**config.mk**
```make
export PLATFORM = sky130hd
export DESIGN_NAME = pc_sequencer
export DESIGN_NICKNAME = d
export VERILOG_FILES = /design/src/rtl/pc_seq_pkg.sv /design/src/rtl/pc_sequencer_ras.sv /design/src/rtl/pc_sequencer.sv
export SDC_FILE = /design/constraint.sdc
export NUM_CORES = 1
export LEC_CHECK = 0
export ABC_AREA = 1
export BUFFER_PORTS_ARGS = -buffer_cell sky130_fd_sc_hd__buf_2
export CAP_MARGIN = 20
export CORE_MARGIN = 2
export CORE_UTILIZATION = 45
export DETAILED_ROUTE_END_ITERATION = 6
export PLACE_DENSITY = 0.74
export REMOVE_ABC_BUFFERS = 1
export SYNTH_ARGS = -nofsm -noshare
export SYNTH_HDL_FRONTEND = slang
export SYNTH_SLANG_ARGS = --single-unit
```
**constraint.sdc**
```tcl
create_clock -name Clk -period 3.2 [get_ports Clk]
set_input_delay 0.32 -clock Clk [delete_from_list [all_inputs] [get_ports Clk]]
set_output_delay 0.32 -clock Clk [all_outputs]
set_load 0.03 [all_outputs]
```
**src/rtl/pc_seq_pkg.sv**
```systemverilog
// Shared types and width helpers for the PC sequencer and its return-address stack.
package pc_seq_pkg;

  typedef enum logic [2:0] {
    SRC_SEQ,
    SRC_HOLD,
    SRC_BRANCH,
    SRC_JUMP,
    SRC_CALL,
    SRC_RET,
    SRC_SWAP
  } pc_src_e;

  function automatic int ras_ptr_w(input int depth);
    return $clog2(depth);
  endfunction

  function automatic int ras_cnt_w(input int depth);
    return $clog2(depth) + 1;
  endfunction

endpackage

```
**src/rtl/pc_sequencer_ras.sv**
```systemverilog
// Circular return-address stack: push on call, pop on return, in-place top replace on swap.
module return_addr_stack
  import pc_seq_pkg::*;
#(
  parameter int WIDTH     = 32,
  parameter int RAS_DEPTH = 4
) (
  input  logic             Clk,
  input  logic             Reset,
  input  logic             push_i,
  input  logic             pop_i,
  input  logic [WIDTH-1:0] data_i,
  output logic [WIDTH-1:0] top_o,
  output logic             empty_o,
  output logic             full_o,
  output logic             underflow_o
);

  localparam int PW = ras_ptr_w(RAS_DEPTH);
  localparam int CW = ras_cnt_w(RAS_DEPTH);
  localparam logic [CW-1:0] CNT_MAX = CW'(RAS_DEPTH);

  logic [WIDTH-1:0] mem_q [RAS_DEPTH];
  logic [PW-1:0]    ptr_q, ptr_d, top_idx, wr_idx;
  logic [CW-1:0]    cnt_q, cnt_d;
  logic             unf_q, unf_d, wr_en;

  // ptr_q is the next free slot; once full it also addresses the oldest entry
  assign top_idx     = ptr_q - PW'(1);
  assign top_o       = mem_q[top_idx];
  assign empty_o     = (cnt_q == '0);
  assign full_o      = (cnt_q == CNT_MAX);
  assign underflow_o = unf_q;

  always_comb begin
    ptr_d  = ptr_q;
    cnt_d  = cnt_q;
    unf_d  = unf_q;
    wr_en  = 1'b0;
    wr_idx = ptr_q;
    if (pop_i && empty_o) unf_d = 1'b1;
    if (push_i && pop_i && !empty_o) begin
      wr_en  = 1'b1;
      wr_idx = top_idx;
    end else if (push_i) begin
      wr_en = 1'b1;
      ptr_d = ptr_q + PW'(1);
      if (!full_o) cnt_d = cnt_q + CW'(1);
    end else if (pop_i && !empty_o) begin
      ptr_d = top_idx;
      cnt_d = cnt_q - CW'(1);
    end
  end

  always_ff @(posedge Clk or posedge Reset) begin
    if (Reset) begin
      ptr_q <= '0;
      cnt_q <= '0;
      unf_q <= 1'b0;
    end else begin
      ptr_q <= ptr_d;
      cnt_q <= cnt_d;
      unf_q <= unf_d;
    end
  end

  // Storage is data only; its contents are meaningless while count is zero.
  always_ff @(posedge Clk) begin
    if (wr_en) mem_q[wr_idx] <= data_i;
  end

endmodule

```
**src/rtl/pc_sequencer.sv**
```systemverilog
// Fetch PC register with prioritised next-PC selection and a return-address stack.
// Optional target alignment check enabled by defining PC_ALIGN_CHECK_EN.
module pc_sequencer
  import pc_seq_pkg::*;
#(
  parameter int               WIDTH        = 32,
  parameter logic [WIDTH-1:0] RESET_VECTOR = '0,
  parameter int               INC          = 4,
  parameter int               RAS_DEPTH    = 4
) (
  input  logic             Clk,
  input  logic             Reset,
  input  logic             Stall,
  input  logic             BranchTaken,
  input  logic [WIDTH-1:0] BranchTarget,
  input  logic             Jump,
  input  logic             Call,
  input  logic [WIDTH-1:0] JumpTarget,
  input  logic             Return,
  output logic [WIDTH-1:0] PCResult,
  output logic [WIDTH-1:0] PCPlus,
  output logic             RasEmpty,
  output logic             RasFull,
  output logic             RasUnderflow,
  output logic             Misaligned
);

  localparam logic [WIDTH-1:0] INC_W = WIDTH'(INC);

  logic [WIDTH-1:0] pc_q, pc_d, target, ras_top;
  logic             ras_empty;
  pc_src_e          src;

  assign PCResult = pc_q;
  assign PCPlus   = pc_q + INC_W;
  assign RasEmpty = ras_empty;

  return_addr_stack #(
    .WIDTH    (WIDTH),
    .RAS_DEPTH(RAS_DEPTH)
  ) u_ras (
    .Clk        (Clk),
    .Reset      (Reset),
    .push_i     (Call),
    .pop_i      (Return),
    .data_i     (PCPlus),
    .top_o      (ras_top),
    .empty_o    (ras_empty),
    .full_o     (RasFull),
    .underflow_o(RasUnderflow)
  );

  always_comb begin
    src = SRC_SEQ;
    if (Return && Call) src = SRC_SWAP;
    else if (Return)    src = SRC_RET;
    else if (Call)      src = SRC_CALL;
    else if (Jump)      src = SRC_JUMP;
    else if (BranchTaken) src = SRC_BRANCH;
    else if (Stall)     src = SRC_HOLD;
  end

  // A return with nothing on the stack falls through to the sequential address.
  always_comb begin
    case (src)
      SRC_RET, SRC_SWAP:  target = ras_empty ? PCPlus : ras_top;
      SRC_CALL, SRC_JUMP: target = JumpTarget;
      SRC_BRANCH:         target = BranchTarget;
      SRC_HOLD:           target = pc_q;
      default:            target = PCPlus;
    endcase
  end

`ifdef PC_ALIGN_CHECK_EN
  localparam logic [WIDTH-1:0] LOW_MASK = INC_W - WIDTH'(1);

  logic chk_en, mis_d, mis_q;

  always_comb begin
    chk_en = (src inside {SRC_BRANCH, SRC_JUMP, SRC_CALL}) ||
             ((src inside {SRC_RET, SRC_SWAP}) && !ras_empty);
    mis_d  = chk_en && ((target & LOW_MASK) != '0);
    pc_d   = chk_en ? (target & ~LOW_MASK) : target;
  end

  always_ff @(posedge Clk or posedge Reset) begin
    if (Reset) mis_q <= 1'b0;
    else       mis_q <= mis_d;
  end

  assign Misaligned = mis_q;
`else
  assign pc_d       = target;
  assign Misaligned = 1'b0;
`endif

  always_ff @(posedge Clk or posedge Reset) begin
    if (Reset) pc_q <= RESET_VECTOR;
    else       pc_q <= pc_d;
  end

endmodule
```
==> impl_metrics.toml <==
[run_status]
run_status = "finished, final reports clean"

[yosys]
ys_seq_area_share_pct = 58.1
avgSynthCellArea_um2 = 9.44
synth_top_area_share_pct = 46.6
yosys.area.top_type = "edfxtp_1"
synthTopCellsByCount = "nand2_1, nor2_1, edfxtp_1, nand3_1, inv_1"
synth_edf_count = 128
synth_area_um2 = 8250
yosys_most_used_dff = "edfxtp_1"
async_reset_ff_share_pct = 22.9
synth.area.top_cells = "edfxtp_1, dfrtp_1, nand2_1, nor2_1, nand3_1"
syn-instance-count = 874
ys_types = 46
ys_seq_elements = 166
yosysMostFrequentCell = "nand2_1"
yosys_warnings = 0

[critical_path]
r2r_slack_ns = 0.96
crit_path_end_kind = "primary output"
worstPathArrival_ns = 2.41
crit_type = "register to primary output"
start_kind = "register"
cp.required_ns = 2.88
crit_path_max_fanout = 6

[sta]
hold_ws_ns = 0.0302
slew_viol_final = 0
worstMarginPinSlew_ns = 0.857
grt_setup_unrepaired = "false"
period_share_pct = 85.3
max-slew-margin-rel_pct = 42.7
layout_min_cycle_time_ns = 2.73
fmax_ghz = 0.367
finalHoldViolations = 0
setup_tns_ns = 0
setup_violations = 0
fin_skew_ns = 0.00902

[min_path]
hp-class = "input port to async pin"

[cells_and_area]
nNetsFinal = 1084
area_growth_pct = 17.3
drive_gt1_share_pct = 22.3
diodes = 0

[global_route]
grt_pass1_vias = 6369
grt_usage_pct = 24.4
grt_start_max_net_pins = 49
antenna_found_initial = 0
grt_pass1_wl_mm = 36.2
gr-total-overflow = 0

[floorplanning]
die-area_um2 = 19400
die_w_um = 139
initial_utilization_pct = 45.9
core_um2 = 18000
die_h_um = 139
rows = 49
num_io_pins = 139

[flow_run]
max_cap_violations = 0

[drt]
vias = 6690
drt_iter0_drc = 659
totalWireLength_mm = 22.9
dr.pass1.iters = 5
ant_nets = 0
drc = 0
wl_per_cell_um = 18.3
vias_per_cell = 5.34

[cts]
cts_buffers = 17
cts_htree_levels = 4
ctsHoldBuffers = 0
cts_tree = "done"
post_cts_buffers = 0
clk_latency_ns = 0.43
path_clk_slew_ns = 0.06
clockBufferDepth = 2
cts.sinks = 166
clockRootBuffer = "clkbuf_16"
post_cts_resized = 0

[pwr]
switching_share_pct = 44.6
power_frac_clock_pct = 18.7
power.net_switching_mw = 4.43
power.total_mw = 9.93
power_density_nw_per_um2 = 1030
combinationalPowerShare_pct = 42.2
p_seq_share_pct = 39.1
leakage_nw = 4.12
p_int_mw = 5.50
vdd_ir_drop_max_mv = 0.520

[placement]
place_hpwl_mm = 15.1
io_buffers = 137
gp_routability_congestion = 0.978
[flip-flops by register name (all words and copies together) (netlist names)]
name	count
u_ras.cnt_q	3
u_ras.mem_q	128
PCResult	32
u_ras.underflow_o	1
u_ras.ptr_q	2
[worst max-delay path, stage by stage, from the launching register on]
cell	delay (ns)
dfrtp_1	0.45
ha_1	0.29
nand3_4	0.16
inv_2	0.11
nand2_2	0.08
nor2_1	0.15
xor2_1	0.44
buf_2	0.29
[cell usage in the layout, fill, tap and decap left out, types with 2 or more instances in the layout]
cell,Yosys,final
o22ai_1,7,7
nand4_1,4,4
dfrtp_1,38,38
edfxtp_1,128,128
nand3_2,2,2
nand3_1,83,83
clkbuf_16,0,17
clkinvlp_4,0,2
o211ai_1,10,10
o21ai_1,6,6
o21bai_1,2,2
xnor2_1,6,6
inv_2,9,9
buf_2,18,137
xor2_2,5,5
nor3_1,6,6
nor3b_1,3,3
nor2_8,2,2
a21oi_1,37,37
xor2_1,8,8
nand2_4,4,4
a211oi_1,3,3
o21ai_0,48,48
nor2_1,130,125
clkinv_2,0,5
a22oi_1,4,4
nor2_2,5,10
clkbuf_1,3,5
nor2_4,7,7
and2_1,10,10
nand2_2,6,6
buf_4,6,13
clkinv_1,0,2
inv_1,72,71
nand2_1,184,184
[cell families (layout without fill, tap and decap cells)]
group / count (synthesis) / in the layout / synth area share (%)
simple gates: 449 / 449 / 24.5
other cells: 1 / 1 / 0.0454
buf+inv: 114 / 264 / 5.94
flops: 166 / 166 / 58.1
xor+xnor: 19 / 19 / 2.47
fa+ha+maj: 2 / 2 / 0.394
compound gates: 123 / 123 / 8.60
[metal layers]
layer | global-route usage [%] | vias up | wire, um
met2 | 38.5 | 280 | 10900
li1 | - | 3195 | -
met3 | 5.61 | 23 | 1750
met4 | 6.80 | 0 | 346
met1 | 34.1 | 3192 | 9930
met5 | 0 | - | 0
[through the flow]
stage / area, um^2 / setup WS, ns / utilization, % / instances
after global routing: 9680 / 0.354 / 53.9 / 1253
after floorplan: 8070 / -0.942 / - / 842
after CTS: 9680 / 0.494 / 53.9 / 1253
after global placement: 9160 / 1.01 / 51.0 / 1221
after detailed placement: 9160 / 0.962 / 51.0 / 1221
final: 9680 / 0.472 / 53.9 / 1253
[area by class of cell]
type | count | area (um^2)
Clock buffer | 22 | 444
Timing Repair Buffer | 150 | 783
Clock inverter | 10 | 82.6
Fill cell | 1585 | 8280
Tap cell | 229 | 287
Inverter | 82 | 310
Sequential cell | 166 | 4790
Multi-Input combinational cell | 594 | 2980
[power by group through the flow]
stage | combinational [mW] | clock, mW | sequential [mW]
CTS | 4.21 | 1.87 | 3.87
detailed placement | 4.17 | 0 | 3.91
global placement | 4.09 | 0 | 3.88
finish | 4.19 | 1.86 | 3.88
floorplan | 2.31 | 0 | 4.27
global route | 4.58 | 1.98 | 3.96
[final timing paths]
check / start / endpoint / depth (start not counted)
worst min register to register: u_ras.underflow_o / u_ras.underflow_o / 2
worst max-delay path: PCResult[3] / PCPlus[18] / 7
min in group Clk: BranchTarget[31] / PCResult[31] / 5
worst max register to register: u_ras.ptr_q[1] / u_ras.mem_q[1][17] / 8
worst min-delay path: Reset / PCResult[0] / 3
max in group asynchronous: Reset / PCResult[17] / 3
Power figures use the tool's default switching activity.
